`src/rtl/packet_rx_parser_pkg.sv`:
```
// rtl/packet_rx_parser_pkg.sv - shared packet codes, word indices and parser states
package packet_rx_parser_pkg;

    localparam logic [2:0] PT_HEARTBEAT  = 3'b000;
    localparam logic [2:0] PT_INVITATION = 3'b010;
    localparam logic [2:0] PT_INVALID    = 3'b111;

    localparam logic [15:0] BROADCAST_ID = 16'hFFFF;

    localparam logic [3:0] W_TYPE        = 4'd0;
    localparam logic [3:0] W_SOURCE_ID   = 4'd1;
    localparam logic [3:0] W_DEST_ID     = 4'd2;
    localparam logic [3:0] W_SOURCE_HOPS = 4'd3;
    localparam logic [3:0] W_QVALUE      = 4'd4;
    localparam logic [3:0] W_ENERGY      = 4'd5;
    localparam logic [3:0] W_HOPS_CH     = 4'd6;
    localparam logic [3:0] W_CHOSEN_CH   = 4'd7;
    localparam logic [3:0] W_CHECKSUM    = 4'd8;

    typedef enum logic [2:0] {
        S_IDLE  = 3'd0,
        S_BODY  = 3'd1,
        S_CHK   = 3'd2,
        S_HOLD  = 3'd3,
        S_FLUSH = 3'd4
    } parserState_e;

    // A packet is ours when addressed to this node or to everyone.
    function automatic logic isForMe(input logic [15:0] dest, input logic [15:0] me);
        return (dest == me) || (dest == BROADCAST_ID);
    endfunction

endpackage

```
`src/rtl/pkt_checksum.sv`:
```
// rtl/pkt_checksum.sv - running XOR accumulator over packet words
// Ports: clk, nrst (async active-low); clear loads dataWord as the first
// term, accumulate XORs dataWord in; match is high when the accumulated
// value equals cmpWord.
module pkt_checksum (
    input  logic        clk,
    input  logic        nrst,
    input  logic        clear,
    input  logic        accumulate,
    input  logic [15:0] dataWord,
    input  logic [15:0] cmpWord,
    output logic        match
);

    logic [15:0] acc;

    // clear is issued with the header word, so it seeds rather than zeroes.
    always_ff @(posedge clk or negedge nrst) begin
        if (!nrst) begin
            acc <= 16'h0000;
        end else if (clear) begin
            acc <= dataWord;
        end else if (accumulate) begin
            acc <= acc ^ dataWord;
        end
    end

    assign match = (acc == cmpWord);

endmodule

```
`src/rtl/packet_rx_parser.sv`:
```
// rtl/packet_rx_parser.sv - word-serial packet parser with destination filter
// Ports: clk, nrst (async active-low); rx_word/rx_valid/rx_last/rx_ready
// input word stream; myNodeID own address; f* parsed fields, iAmDestination,
// pkt_valid held until pkt_ack; pkt_drop one-cycle pulse per dropped packet.
// Build option: PKT_CHECKSUM_EN adds a ninth XOR checksum word.
module packet_rx_parser
    import packet_rx_parser_pkg::*;
(
    input  logic        clk,
    input  logic        nrst,
    input  logic [15:0] rx_word,
    input  logic        rx_valid,
    input  logic        rx_last,
    output logic        rx_ready,
    input  logic [15:0] myNodeID,
    output logic [2:0]  fPacketType,
    output logic [15:0] fSourceID,
    output logic [15:0] fDestinationID,
    output logic [15:0] fSourceHops,
    output logic [15:0] fQValue,
    output logic [15:0] fEnergyLeft,
    output logic [15:0] fHopsFromCH,
    output logic [15:0] fChosenCH,
    output logic        iAmDestination,
    output logic        pkt_valid,
    input  logic        pkt_ack,
    output logic        pkt_drop
);

`ifdef PKT_CHECKSUM_EN
    localparam logic [3:0] LAST_IDX = W_CHECKSUM;
`else
    localparam logic [3:0] LAST_IDX = W_CHOSEN_CH;
`endif

    parserState_e state, nextState;
    logic [3:0]   wordCnt;

    logic [2:0]   shType;
    logic [15:0]  shSourceID, shDestinationID, shSourceHops;
    logic [15:0]  shQValue, shEnergyLeft, shHopsFromCH;
    logic [15:0]  commitChosenCH;

    logic xfer, loadHead, loadBody, commitReq, dropReq, publish, ackTaken;

    assign rx_ready = nrst && ((state == S_IDLE) || (state == S_BODY) || (state == S_FLUSH));
    assign xfer     = rx_valid && rx_ready;

`ifdef PKT_CHECKSUM_EN
    logic [15:0] shChosenCH, shChecksum;
    logic        chkMatch;

    pkt_checksum uChecksum (
        .clk        (clk),
        .nrst       (nrst),
        .clear      (loadHead),
        .accumulate (loadBody && (wordCnt < W_CHECKSUM)),
        .dataWord   (rx_word),
        .cmpWord    (shChecksum),
        .match      (chkMatch)
    );

    assign commitChosenCH = shChosenCH;
`else
    // Without a checksum word the commit happens on the w7 transfer itself.
    assign commitChosenCH = rx_word;
`endif

    always_comb begin
        nextState = state;
        loadHead  = 1'b0;
        loadBody  = 1'b0;
        commitReq = 1'b0;
        dropReq   = 1'b0;
        publish   = 1'b0;
        ackTaken  = 1'b0;
        case (state)
            S_IDLE: begin
                if (xfer) begin
                    if (rx_last) begin
                        dropReq = 1'b1;
                    end else begin
                        loadHead  = 1'b1;
                        nextState = S_BODY;
                    end
                end
            end
            S_BODY: begin
                if (xfer) begin
                    loadBody = 1'b1;
                    if (wordCnt == LAST_IDX) begin
                        if (rx_last) begin
`ifdef PKT_CHECKSUM_EN
                            nextState = S_CHK;
`else
                            commitReq = 1'b1;
`endif
                        end else begin
                            nextState = S_FLUSH;
                        end
                    end else if (rx_last) begin
                        dropReq = 1'b1;
                    end
                end
            end
            S_CHK: begin
`ifdef PKT_CHECKSUM_EN
                if (chkMatch) begin
                    commitReq = 1'b1;
                end else begin
                    dropReq = 1'b1;
                end
`else
                nextState = S_IDLE;
`endif
            end
            S_HOLD: begin
                if (pkt_ack) begin
                    ackTaken  = 1'b1;
                    nextState = S_IDLE;
                end
            end
            S_FLUSH: begin
                if (xfer && rx_last) begin
                    dropReq = 1'b1;
                end
            end
            default: nextState = S_IDLE;
        endcase

        // An invalid type is only rejected once the packet is otherwise complete.
        if (commitReq) begin
            if (shType == PT_INVALID) begin
                dropReq = 1'b1;
            end else begin
                publish   = 1'b1;
                nextState = S_HOLD;
            end
        end
        if (dropReq) begin
            nextState = S_IDLE;
        end
    end

    always_ff @(posedge clk or negedge nrst) begin
        if (!nrst) begin
            state           <= S_IDLE;
            wordCnt         <= 4'd0;
            shType          <= PT_INVALID;
            shSourceID      <= 16'h0000;
            shDestinationID <= 16'h0000;
            shSourceHops    <= 16'h0000;
            shQValue        <= 16'h0000;
            shEnergyLeft    <= 16'h0000;
            shHopsFromCH    <= 16'h0000;
`ifdef PKT_CHECKSUM_EN
            shChosenCH      <= 16'h0000;
            shChecksum      <= 16'h0000;
`endif
            fPacketType     <= PT_INVALID;
            fSourceID       <= 16'hFFFF;
            fDestinationID  <= 16'hFFFF;
            fSourceHops     <= 16'hFFFF;
            fQValue         <= 16'h0000;
            fEnergyLeft     <= 16'h0000;
            fHopsFromCH     <= 16'hFFFF;
            fChosenCH       <= 16'h0000;
            iAmDestination  <= 1'b0;
            pkt_valid       <= 1'b0;
            pkt_drop        <= 1'b0;
        end else begin
            state    <= nextState;
            pkt_drop <= dropReq;

            if (loadHead) begin
                shType  <= rx_word[15:13];
                wordCnt <= 4'd1;
            end

            if (loadBody) begin
                wordCnt <= wordCnt + 4'd1;
                case (wordCnt)
                    W_SOURCE_ID:   shSourceID      <= rx_word;
                    W_DEST_ID:     shDestinationID <= rx_word;
                    W_SOURCE_HOPS: shSourceHops    <= rx_word;
                    W_QVALUE:      shQValue        <= rx_word;
                    W_ENERGY:      shEnergyLeft    <= rx_word;
                    W_HOPS_CH:     shHopsFromCH    <= rx_word;
`ifdef PKT_CHECKSUM_EN
                    W_CHOSEN_CH:   shChosenCH      <= rx_word;
                    W_CHECKSUM:    shChecksum      <= rx_word;
`endif
                    default: ;
                endcase
            end

            if (publish) begin
                fPacketType    <= shType;
                fSourceID      <= shSourceID;
                fDestinationID <= shDestinationID;
                fSourceHops    <= shSourceHops;
                fQValue        <= shQValue;
                fEnergyLeft    <= shEnergyLeft;
                fHopsFromCH    <= shHopsFromCH;
                fChosenCH      <= commitChosenCH;
                iAmDestination <= isForMe(shDestinationID, myNodeID);
                pkt_valid      <= 1'b1;
            end else if (ackTaken) begin
                pkt_valid <= 1'b0;
            end
        end
    end

endmodule

```
`config.mk`:
```
export PLATFORM = sky130hd
export DESIGN_NAME = packet_rx_parser
export DESIGN_NICKNAME = d
export VERILOG_FILES = /design/src/rtl/packet_rx_parser_pkg.sv /design/src/rtl/pkt_checksum.sv /design/src/rtl/packet_rx_parser.sv
export SDC_FILE = /design/constraint.sdc
export NUM_CORES = 1
export LEC_CHECK = 0
export ABC_CLOCK_PERIOD_IN_PS = 3150
export CORE_ASPECT_RATIO = 0.7
export CORE_MARGIN = 2
export CORE_UTILIZATION = 49
export CTS_CLUSTER_SIZE = 8
export DETAILED_ROUTE_END_ITERATION = 10
export PLACE_DENSITY = 0.83
export SETUP_SLACK_MARGIN = 0.1
export SLEW_MARGIN = 20
export SYNTH_ARGS = -nofsm -noshare
export SYNTH_HDL_FRONTEND = slang
export SYNTH_SLANG_ARGS = --single-unit
export TNS_END_PERCENT = 10
```
`constraint.sdc`:
```
create_clock -name clk -period 3.15 [get_ports clk]
set_input_delay 0.315 -clock clk [delete_from_list [all_inputs] [get_ports clk]]
set_output_delay 0.315 -clock clk [all_outputs]
set_load 0.005 [all_outputs]
```
**Word-level counts from Yosys, hierarchy flattened**

Cells that the tools add are included.
Widths: inputs -> output; s select.

- Output and inout port bits: 119
- Register bits: 224
- Bits of input ports: 37
- Logic and storage cells: 83

- Equal/unequal tests: 13
- Muxes and demuxes: 34
- Reduce and logical (&&, ||, !) cells: 15
- Add/subtract/negate cells: 1

Operator list:

| cell | count |
|---|---|
| $mux 3 | 9 |
| $mux 1 | 21 |
| $eq 16x16->1 | 1 |
| $eq 16x16->1 const B | 1 |
| $eq 4x3->1 const B | 4 |
| $pmux 3 s4 | 1 |
| $reduce_and 2->1 | 6 |
| $eq 4x2->1 const B | 2 |
| $mux 4 | 2 |
| $eq 3x3->1 const B | 2 |
| $add 4x1->4 const B | 1 |
| $eq 4x1->1 const B | 1 |
| $reduce_bool 2->1 | 2 |
| $eq 3x1->1 const B | 1 |
| $eq 3x2->1 const B | 1 |
| $logic_and 1x1->1 | 3 |
| $logic_not 3->1 | 1 |
| $logic_or 1x1->1 | 3 |
| $pmux 1 s3 | 1 |

**Depth between registers and ports, before layout**

Gate-level depths: netlist of run 1.

- Depth after elaboration: 11
- Mapped depth: 8

**Worst setup path before layout of run 1**

Ideal clock, no wire load.

- Kind: register to register
- Start point: reg wordCnt[1]
- End point: reg fChosenCH[10]
- Library setup time: 127 ps
- Required time: 3023 ps
- Arrival time: 2051 ps
- Stages on the path, launching flop included: 9
- Slack: 971 ps
- Buffers on the path: 3
- Cell sequence: dfrtp_1 ha_1 nand3b_1 or4_4 buf_6 nor2_8 buf_12 buf_6 mux2_1

- Cells in the longest elaborated chain, start to end: 5

RTL lines:

| item | RTL line | text |
|---|---|---|
| start, declared | packet_rx_parser.sv:37 | `logic [3:0] wordCnt;` |
| start signal, assigned | packet_rx_parser.sv:181 | `wordCnt <= wordCnt + 4'd1;` |
| $eq 4x3->1 | packet_rx_parser.sv:91 | `if (wordCnt == LAST_IDX) begin` |
| $mux 1 | packet_rx_parser.sv:91 |  |
| $mux 1 | packet_rx_parser.sv:89 | `if (xfer) begin` |
| $mux 1 | packet_rx_parser.sv:77 | `case (state)` |
| $mux 1 | packet_rx_parser.sv:132 | `if (commitReq) begin` |
| end signal, assigned | packet_rx_parser.sv:205 | `fChosenCH <= commitChosenCH;` |
| end, declared | packet_rx_parser.sv:23 | `output logic [15:0] fChosenCH,` |

Every way passes these cells.
A chain may end at the register's enable or synchronous reset.

**Final worst setup path of run 1**

- Start point: reg wordCnt[1]
- End point: reg fQValue[2]

- Cells in the longest elaborated chain, start to end: 5

RTL lines:

| item | RTL line | text |
|---|---|---|
| $eq 4x3->1 | packet_rx_parser.sv:91 |  |
| $mux 1 | packet_rx_parser.sv:91 |  |
| $mux 1 | packet_rx_parser.sv:89 |  |
| $mux 1 | packet_rx_parser.sv:77 |  |
| $mux 1 | packet_rx_parser.sv:132 |  |
| end signal, assigned | packet_rx_parser.sv:202 | `fQValue <= shQValue;` |
| end, declared | packet_rx_parser.sv:20 | `output logic [15:0] fQValue,` |

Every way passes these cells.

==> impl_metrics.csv, run 1 <==
group,metric,value,unit
cts,cts_tree,"done",
drt,vias,5312,
synthesis,synth_nets,587,
job,maxCapViolations,0,
synthesis,ys_types,37,
drt,routed_wl,20300,um
setup_path,rrSetupSlack,0.56,ns
cts,cts_sinks,224,
outcome,outcome,"complete, but fails checks",
final_layout,nets,767,
drt,vias_per_cell,5.40,
sta,finalSetupViolations,0,
final_layout,drive_above_1_share,0.410,
sta,fin_crit_sh,0.823,
final_layout,area_growth,30.2,%
final_layout,diodes,0,
sta,final_hold_viol_count,10,
global_routing,grt.busiest_layer,"met2",
sta,worst_slew_pin_slew,0.962,ns
cts,cts_made_buffers,31,
setup_path,startpoint,"wordCnt[1]",
outcome,violations,"hold timing",
setup_path,path_cells,"ha_1 > nand3b_1 > or4_4 > nor2_8 > buf_4 > mux2_2",
setup_path,crit_path_max_incr_delay,0.57,ns
sta,slew_viol_final,0,
setup_path,cp-start-kind,"flop",
sta,fmax,386,MHz
drt,wl_per_cell,20.7,um
global_routing,track_usage,0.219,
setup_path,cp.required,3.56,ns
synthesis,netlist_area,8900,um^2
min_path,hold_class,"primary input to async pin",
sta,clock_skew,0.0117,ns
power_and_ir_drop,power_per_cell_area,685,nW/um^2
sta,grt_setup_unrepaired,"false",
global_routing,use_met1,0.311,
global_routing,grt_pass1_wl,32400,um
floorplanning,die_h,117,um
placement,gp_congestion,0.813,
placement,dp_hpwl,13900,um
power_and_ir_drop,ir_drop,0.421,mV
synthesis,ys_seq_elements,224,
setup_path,reg2reg_to,"fQValue[2]",
cts,clock_latency,0.54,ns
setup_path,cp-end-kind,"flop",
cts,path_clk_slew,0.06,ns
cts,postCtsResizedCells,0,
floorplanning,coreArea,17900,um^2
floorplanning,rows,41,
setup_path,path_max_fanout,19,
power_and_ir_drop,p_leak,5.25,nW
sta,max_slew_margin,0.359,
setup_path,critPathKind,"flop to flop",
floorplanning,ios,156,
drt,first_iter_violations,261,
synthesis,syn_avg_cell_area,16.3,um^2
synthesis,synth-seq-area-share,0.640,
synthesis,yosysWarnings,0,
setup_path,timing.rr.start,"wordCnt[1]",
global_routing,grt_max_degree,84,
floorplanning,start_util,0.497,
setup_path,arrival,3.00,ns
floorplanning,die-area,19300,um^2
placement,portBuffers,155,
cts,postCtsHoldBufs,0,
cts,clk_path_buf_depth,3,
cts,postCtsSetupBuffers,0,
drt,ant_nets,0,
global_routing,use_met3,0.0636,
floorplanning,die_w,165,um
sta,whs,-0.0116,ns
global_routing,antenna_found_initial,0,
sta,fin_crit,2.59,ns
setup_path,ff2ff_path_depth,6,
global_routing,first_global_vias,5826,
synthesis,syn_inst,546,
global_routing,gr-total-overflow,0,
setup_path,cpMaxStageDelayCell,"or4_4",
cts,cts_max_level,1,
sta,finalSetupTns,0,ns
drt,first_pass_iters,5,
global_routing,use_met2,0.331,
drt,drc,0,
cts,cts_root_buf,"clkbuf_16",
-- power by group --
| part | switching, mW | internal, mW | leakage [nW] | total, mW |
|---|---|---|---|---|
| Sequential | 0.404 | 3.47 | 2.80 | 3.87 |
| Combinational | 0.423 | 0.676 | 2.04 | 1.10 |
| Clock | 1.15 | 1.82 | 0.414 | 2.97 |
-- worst max-delay path, delay by kind of cell, from the launching register on --
kind	cells	cell delay (ns)
fa+ha+maj	1	0.28
buf+inv	1	0.34
flops	1	0.42
mux	1	0.37
simple gates	3	1.04
-- area by class of cell --
| class | count | area, um^2 |
|---|---|---|
| Fill cell | 1217 | 6320 |
| Sequential cell | 224 | 5690 |
| Multi-Input combinational cell | 295 | 3020 |
| Clock inverter | 1 | 8.76 |
| Clock buffer | 54 | 862 |
| Inverter | 5 | 18.8 |
| Timing Repair Buffer | 169 | 1690 |
| Tap cell | 236 | 295 |
-- cells in the mapped netlist, drive strengths merged --
cell / count / share of area
a21oi: 3 / 0.0017
a2bb2oi: 2 / 0.0020
and3: 2 / 0.0014
and4: 1 / 0.00098
buf: 17 / 0.017
clkbuf: 5 / 0.0021
dfrtp: 154 / 0.43
dfstp: 70 / 0.21
ha: 4 / 0.0056
inv: 5 / 0.0021
mux2: 211 / 0.27
nand2: 10 / 0.0042
nand2b: 1 / 0.00070
nand3: 4 / 0.0022
nand3b: 3 / 0.0039
nand4: 7 / 0.0049
nor2: 4 / 0.0035
nor2b: 2 / 0.0014
nor3: 3 / 0.0017
nor4: 6 / 0.0042
nor4b: 1 / 0.00098
nor4bb: 1 / 0.0011
o21ai: 6 / 0.0034
o22a: 3 / 0.0030
o22ai: 1 / 0.00070
o32ai: 1 / 0.00098
or3b: 1 / 0.00098
or4: 2 / 0.0025
xor2: 16 / 0.016
-- how the worst max path moves through the flow --
stage                     to  slack [ns]  cells past startpoint
3_5_place_dp      fQValue[7]        0.35                      6
2_1_floorplan  fChosenCH[10]        0.97                      8
5_1_grt          fQValue[15]        0.42                      6
4_1_cts           fQValue[3]        0.59                      6
3_3_place_gp      fQValue[1]        0.42                      6
6_report          fQValue[2]        0.56                      6
-- cells in the final DEF, fill, tap and decap left out, types with 11 or more instances in the layout --
master,instances
mux2_1,26
clkdlybuf4s50_1,154
xor2_1,16
dfrtp_1,154
mux2_2,175
clkbuf_1,23
buf_4,11
clkbuf_16,31
dfstp_2,70
-- per-layer routing --
layer | up-vias | part of all wire
met5 | - | 0
li1 | 2325 | -
met2 | 188 | 0.45
met1 | 2762 | 0.45
met4 | 0 | 0.021
met3 | 37 | 0.083
-- per-stage QoR --
step	cell area, um^2	total power, mW	utilization	std cells	setup slack [ns]
global placement	10700	4.89	0.598	929	0.423
detailed placement	10700	5.01	0.598	929	0.349
global route	11600	8.31	0.647	984	0.417
floorplan	8900	4.40	-	546	0.971
CTS	11600	8.00	0.647	984	0.589
finish	11600	7.94	0.647	984	0.558
-- cell families after synthesis --
logic type / synth area share
AO/OA/AOI/OAI: 0.0117
XOR/XNOR: 0.0157
adder cells (fa/ha/maj): 0.00562
buffers and inverters: 0.0214
flip-flops: 0.640
multiplexers: 0.271
AND/OR/NAND/NOR: 0.0349
(Power assumes the default switching activity.)
==> run 2: changes to the inputs <==
- ABC_CLOCK_PERIOD_IN_PS: 3150 -> 2500
- clock period: 3.15 -> 2.5 ns (I/O delays scaled with it)
==> run 2 against run 1 <==
The flow now finishes without violations. Critical endpoint is now fChosenCH[6]. Power increased by 27%. Die area unchanged. Wire length increased by 1.6%. Clock-buffer cell count increased by 1. Combinational power increased by 28%. Largest cell class unchanged.
==> impl_metrics.csv, run 2 (same netlist as run 1, synthesis figures left out) <==
group,metric,value,unit
sta,clock_skew,0.00754,ns
final_layout,nets,783,
sta,slew_viol_final,0,
sta,worst_slew_pin_slew,0.883,ns
floorplanning,rows,41,
drt,drc,0,
floorplanning,die_w,165,um
drt,first_iter_violations,282,
placement,gp_congestion,0.813,
min_path,hold_class,"primary input to async pin",
final_layout,layout_common_cells,"mux2_2, clkdlybuf4s50_1, dfrtp_1, dfstp_2, clkbuf_16",
power_and_ir_drop,p_leak,5.34,nW
cts,cts_root_buf,"clkbuf_16",
setup_path,cp.required,2.91,ns
setup_path,startpoint,"wordCnt[0]",
cts,clock_latency,0.53,ns
final_layout,layout_commonest_cell,"mux2_2",
placement,dp_hpwl,13900,um
setup_path,critPathKind,"flop to flop",
cts,cts_sinks,224,
cts,cts_max_level,1,
global_routing,grt_pass1_wl,32100,um
cts,path_clk_slew,0.06,ns
setup_path,timing.rr.start,"wordCnt[0]",
floorplanning,start_util,0.497,
final_layout,diodes,0,
cts,cts_tree,"done",
sta,final_hold_viol_count,0,
setup_path,cp-start-kind,"flop",
power_and_ir_drop,power_per_cell_area,854,nW/um^2
drt,vias_per_cell,5.38,
global_routing,first_global_vias,5795,
global_routing,gr-total-overflow,0,
cts,clk_path_buf_depth,3,
cts,cts_made_buffers,31,
global_routing,antenna_found_initial,0,
drt,first_pass_iters,4,
sta,grt_setup_unrepaired,"false",
sta,max_slew_margin,0.412,
drt,routed_wl,20700,um
drt,vias,5384,
global_routing,track_usage,0.216,
sta,finalSetupTns,0,ns
placement,portBuffers,155,
floorplanning,coreArea,17900,um^2
sta,fmax,430,MHz
final_layout,drive_above_1_share,0.424,
sta,fin_crit_sh,0.929,
floorplanning,die-area,19300,um^2
outcome,outcome,"finished clean",
sta,whs,0.108,ns
setup_path,cp-end-kind,"flop",
setup_path,arrival,2.73,ns
sta,finalSetupViolations,0,
job,maxCapViolations,0,
floorplanning,ios,156,
global_routing,grt_max_degree,153,
placement,dp.cells,940,
setup_path,path_max_fanout,18,
power_and_ir_drop,ir_drop,0.432,mV
final_layout,area_growth,32.2,%
final_layout,stdcell_count,1001,
floorplanning,die_h,117,um
drt,ant_nets,0,
sta,fin_crit,2.32,ns
drt,wl_per_cell,20.7,um
## run 2: final cells by class
class,count,area [um^2]
tap,236,295
inverter,5,18.8
multi-input combinational,295,3030
sequential,224,5690
clock buffer,55,866
clock inverter,1,8.76
fill,1199,6140
timing repair buffer,185,1850
## run 2: final timing paths
kind                              endpoint  depth (start not counted)  slack, ns
setup / recovery              fChosenCH[6]                          7       0.18
hold / removal                    state[1]                          2       0.11
setup reg to reg              fChosenCH[6]                          7       0.18
hold reg to reg              fChosenCH[11]                          1       0.49
max in group asynchronous  shHopsFromCH[0]                          4       0.60
min in group clk                  state[1]                          2       0.40
## run 2: metrics by stage
| step | cell area, um^2 | worst slack, ns | power, mW | utilization |
|---|---|---|---|---|
| after floorplan | 8900 | 0.321 | 5.54 | - |
| after global placement | 10800 | 0.118 | 6.17 | 0.604 |
| after detailed placement | 10800 | 0.0618 | 6.31 | 0.604 |
| after CTS | 11700 | 0.100 | 10.1 | 0.653 |
| after global routing | 11800 | 0.0866 | 10.5 | 0.657 |
| final | 11800 | 0.177 | 10.0 | 0.657 |
## run 2: routing by layer
metal | GRT usage | part of all wire | vias up
met2 | 0.331 | 0.44 | 198
met1 | 0.315 | 0.47 | 2794
met5 | 0 | 0 | -
li1 | - | - | 2351
met3 | 0.0536 | 0.075 | 41
met4 | 0.0487 | 0.018 | 0
## run 2: repair_timing
| action | in CTS | in global routing |
|---|---|---|
| buffers inserted | 0 | 3 |
| resized for setup | 0 | 3 |
| hold buffers | 1 | 0 |
| endpoints found under the setup margin | 0 | 105 |
| endpoints found under the hold margin | 15 | 0 |
## run 2: power breakdown
| part | internal, mW | leakage, nW | switching (mW) |
|---|---|---|---|
| clock | 2.30 | 0.415 | 1.45 |
| combinational | 0.874 | 2.13 | 0.532 |
| sequential | 4.37 | 2.79 | 0.520 |
## run 2: worst max-delay path: stages, from the launching register on
cell and delay, ns:
dfrtp_1 0.44, ha_4 0.20, nand3b_1 0.14, or4_4 0.57
nor2_8 0.18, buf_4 0.15, buf_12 0.16, mux2_2 0.35
==> run 3: changes to the inputs <==
- CORE_ASPECT_RATIO: 0.7 -> 2
- MAX_ROUTING_LAYER: not set -> met4
==> run 3 against run 2 <==
Clock-buffer cell count rose by 2. Utilization is 0.59 points higher. Clock skew increased by 0.0079 ns. Non-clock buffer count did not move. First-iteration DRC count shrank 28%. Wire length grew 4.3%. Critical path depth did not move. Maximum frequency increased by 0.89%.
==> impl_metrics.csv, run 3 (same netlist as run 1, synthesis figures left out) <==
group,metric,value,unit
sta,slew_viol_final,0,
sta,whs,0.0950,ns
cts,path_clk_slew,0.05,ns
drt,ant_nets,0,
power_and_ir_drop,p_sw,2.51,mW
sta,worst_slew_pin_slew,0.968,ns
cts,cts_sinks,224,
drt,drc,0,
final_layout,layout_commonest_cell,"mux2_2",
sta,grt_setup_unrepaired,"false",
floorplanning,coreArea,17800,um^2
floorplanning,ios,156,
outcome,outcome,"finished clean",
placement,portBuffers,155,
setup_path,critPathKind,"flop to flop",
power_and_ir_drop,switching_share,0.249,
floorplanning,die_h,195,um
final_layout,design_area,11800,um^2
global_routing,first_global_vias,6122,
final_layout,layout_common_cells,"mux2_2, dfrtp_1, clkdlybuf4s50_1, dfstp_2, clkbuf_16",
drt,vias,5373,
setup_path,crit_path_max_incr_delay,0.51,ns
placement,dp_hpwl,14700,um
sta,fin_crit_sh,0.921,
global_routing,gr-total-overflow,0,
global_routing,grt_pass1_wl,33800,um
job,maxCapViolations,0,
sta,fin_crit,2.30,ns
cts,cts_root_buf,"clkbuf_16",
floorplanning,die_w,99.3,um
sta,clock_skew,0.0154,ns
final_layout,diodes,0,
cts,postCtsResizedCells,0,
setup_path,cp.required,2.95,ns
placement,dpl-instance-area,10800,um^2
sta,finalSetupViolations,0,
sta,fmax,434,MHz
setup_path,crit_end,"fDestinationID[3]",
sta,max_slew_margin,0.355,
power_and_ir_drop,p_seq_frac,0.482,
setup_path,timing.rr.start,"wordCnt[0]",
drt,wl_per_cell,22.0,um
cts,cts_made_buffers,31,
power_and_ir_drop,clock_power_share,0.375,
global_routing,track_usage,0.231,
floorplanning,rows,69,
placement,gp_congestion,0.829,
cts,cts_max_level,1,
sta,final_hold_viol_count,0,
final_layout,drive_above_1_share,0.420,
cts,clock_latency,0.54,ns
min_path,hold_class,"primary input to async pin",
drt,first_pass_iters,4,
power_and_ir_drop,power_per_cell_area,857,nW/um^2
power_and_ir_drop,ir_drop,0.647,mV
setup_path,rrSetupSlack,0.20,ns
setup_path,ff2ff_path_depth,7,
floorplanning,die-area,19300,um^2
setup_path,reg2reg_to,"fDestinationID[3]",
setup_path,startpoint,"wordCnt[0]",
power_and_ir_drop,p_int,7.59,mW
cts,cts_tree,"done",
setup_path,cpMaxStageDelayCell,"or4_4",
setup_path,cp-end-kind,"flop",
setup_path,path_max_fanout,27,
drt,routed_wl,21600,um
setup_path,arrival,2.76,ns
setup_path,cp-start-kind,"flop",
global_routing,antenna_found_initial,0,
final_layout,area_growth,32.5,%
cts,clk_path_buf_depth,3,
power_and_ir_drop,p_leak,5.37,nW
drt,vias_per_cell,5.48,
power_and_ir_drop,total_power,10.1,mW
setup_path,path_cells,"ha_1 > nand3b_1 > or4_4 > nor2_8 > buf_4 > buf_12 > mux2_2",
floorplanning,start_util,0.500,
global_routing,grt_max_degree,143,
sta,finalSetupTns,0,ns
power_and_ir_drop,p_comb_frac,0.143,
drt,first_iter_violations,204,
final_layout,nets,783,
run 3: changes by cell type in the layout (fill, tap and decap cells not counted):
cell      delta
buf_12       +4
buf_4        -4
clkbuf_1     +2
dfrtp_1      +1
dfrtp_2      -1
ha_1         +1
ha_4         -1
inv_16       +1
inv_6        -1
run 3: worst min-delay path by stage:
stage / start / to / slack, ns / cells after the start
6_report: nrst / state[2] / 0.1 / 2
5_1_grt: nrst / state[2] / 0.1 / 2
4_1_cts: nrst / state[2] / 0.08 / 2
3_5_place_dp: nrst / state[2] / 0.06 / 1
3_3_place_gp: nrst / state[2] / 0.05 / 1
2_1_floorplan: nrst / fChosenCH[0] / -0.05 / 0
run 3: layer usage:
| layer | track usage | part of all wire | vias to the layer above | wire length (um) |
|---|---|---|---|---|
| met1 | 0.243 | 0.36 | 2833 | 7820 |
| li1 | - | - | 2347 | - |
| met5 | - | 0 | - | 0 |
| met2 | 0.428 | 0.57 | 144 | 12200 |
| met3 | 0.0273 | 0.033 | 49 | 718 |
| met4 | 0.0913 | 0.036 | 0 | 784 |
run 3: stage by stage:
stage | worst slack (ns) | utilization | instances
after CTS | 0.105 | 0.658 | 972
after detailed placement | 0.0480 | 0.607 | 913
final | 0.197 | 0.663 | 980
after global routing | 0.102 | 0.663 | 980
after floorplan | 0.321 | - | 546
after global placement | 0.0775 | 0.607 | 913
run 3: repair_timing:
action                                  in CTS  in global routing
setup buffers                                0                  7
hold endpoints to repair                    92                  0
endpoints found under the setup margin       0                 71
hold buffers                                 1                  0
run 3: layout make-up:
class	count	area (um^2)
Multi-Input combinational cell	295	3020
Fill cell	1258	5990
Inverter	5	18.8
Tap cell	213	267
Clock buffer	57	873
Sequential cell	224	5690
Clock inverter	1	20.0
Timing Repair Buffer	185	1900
run 3: power groups by stage:
stage / clock [mW] / combinational [mW] / sequential, mW
CTS: 3.87 / 1.44 / 4.86
detailed placement: 0 / 1.42 / 4.91
global placement: 0 / 1.34 / 4.85
finish: 3.79 / 1.44 / 4.87
floorplan: 0 / 0.820 / 4.72
global route: 4.04 / 1.58 / 4.93
run 3: critical path: cells and delay by family, from the launching register on:
| family | cells | cell delay (ns) |
|---|---|---|
| AND/OR/NAND/NOR | 3 | 0.89 |
| multiplexers | 1 | 0.36 |
| flip-flops | 1 | 0.40 |
| buffers and inverters | 2 | 0.35 |
| adder cells (fa/ha/maj) | 1 | 0.20 |
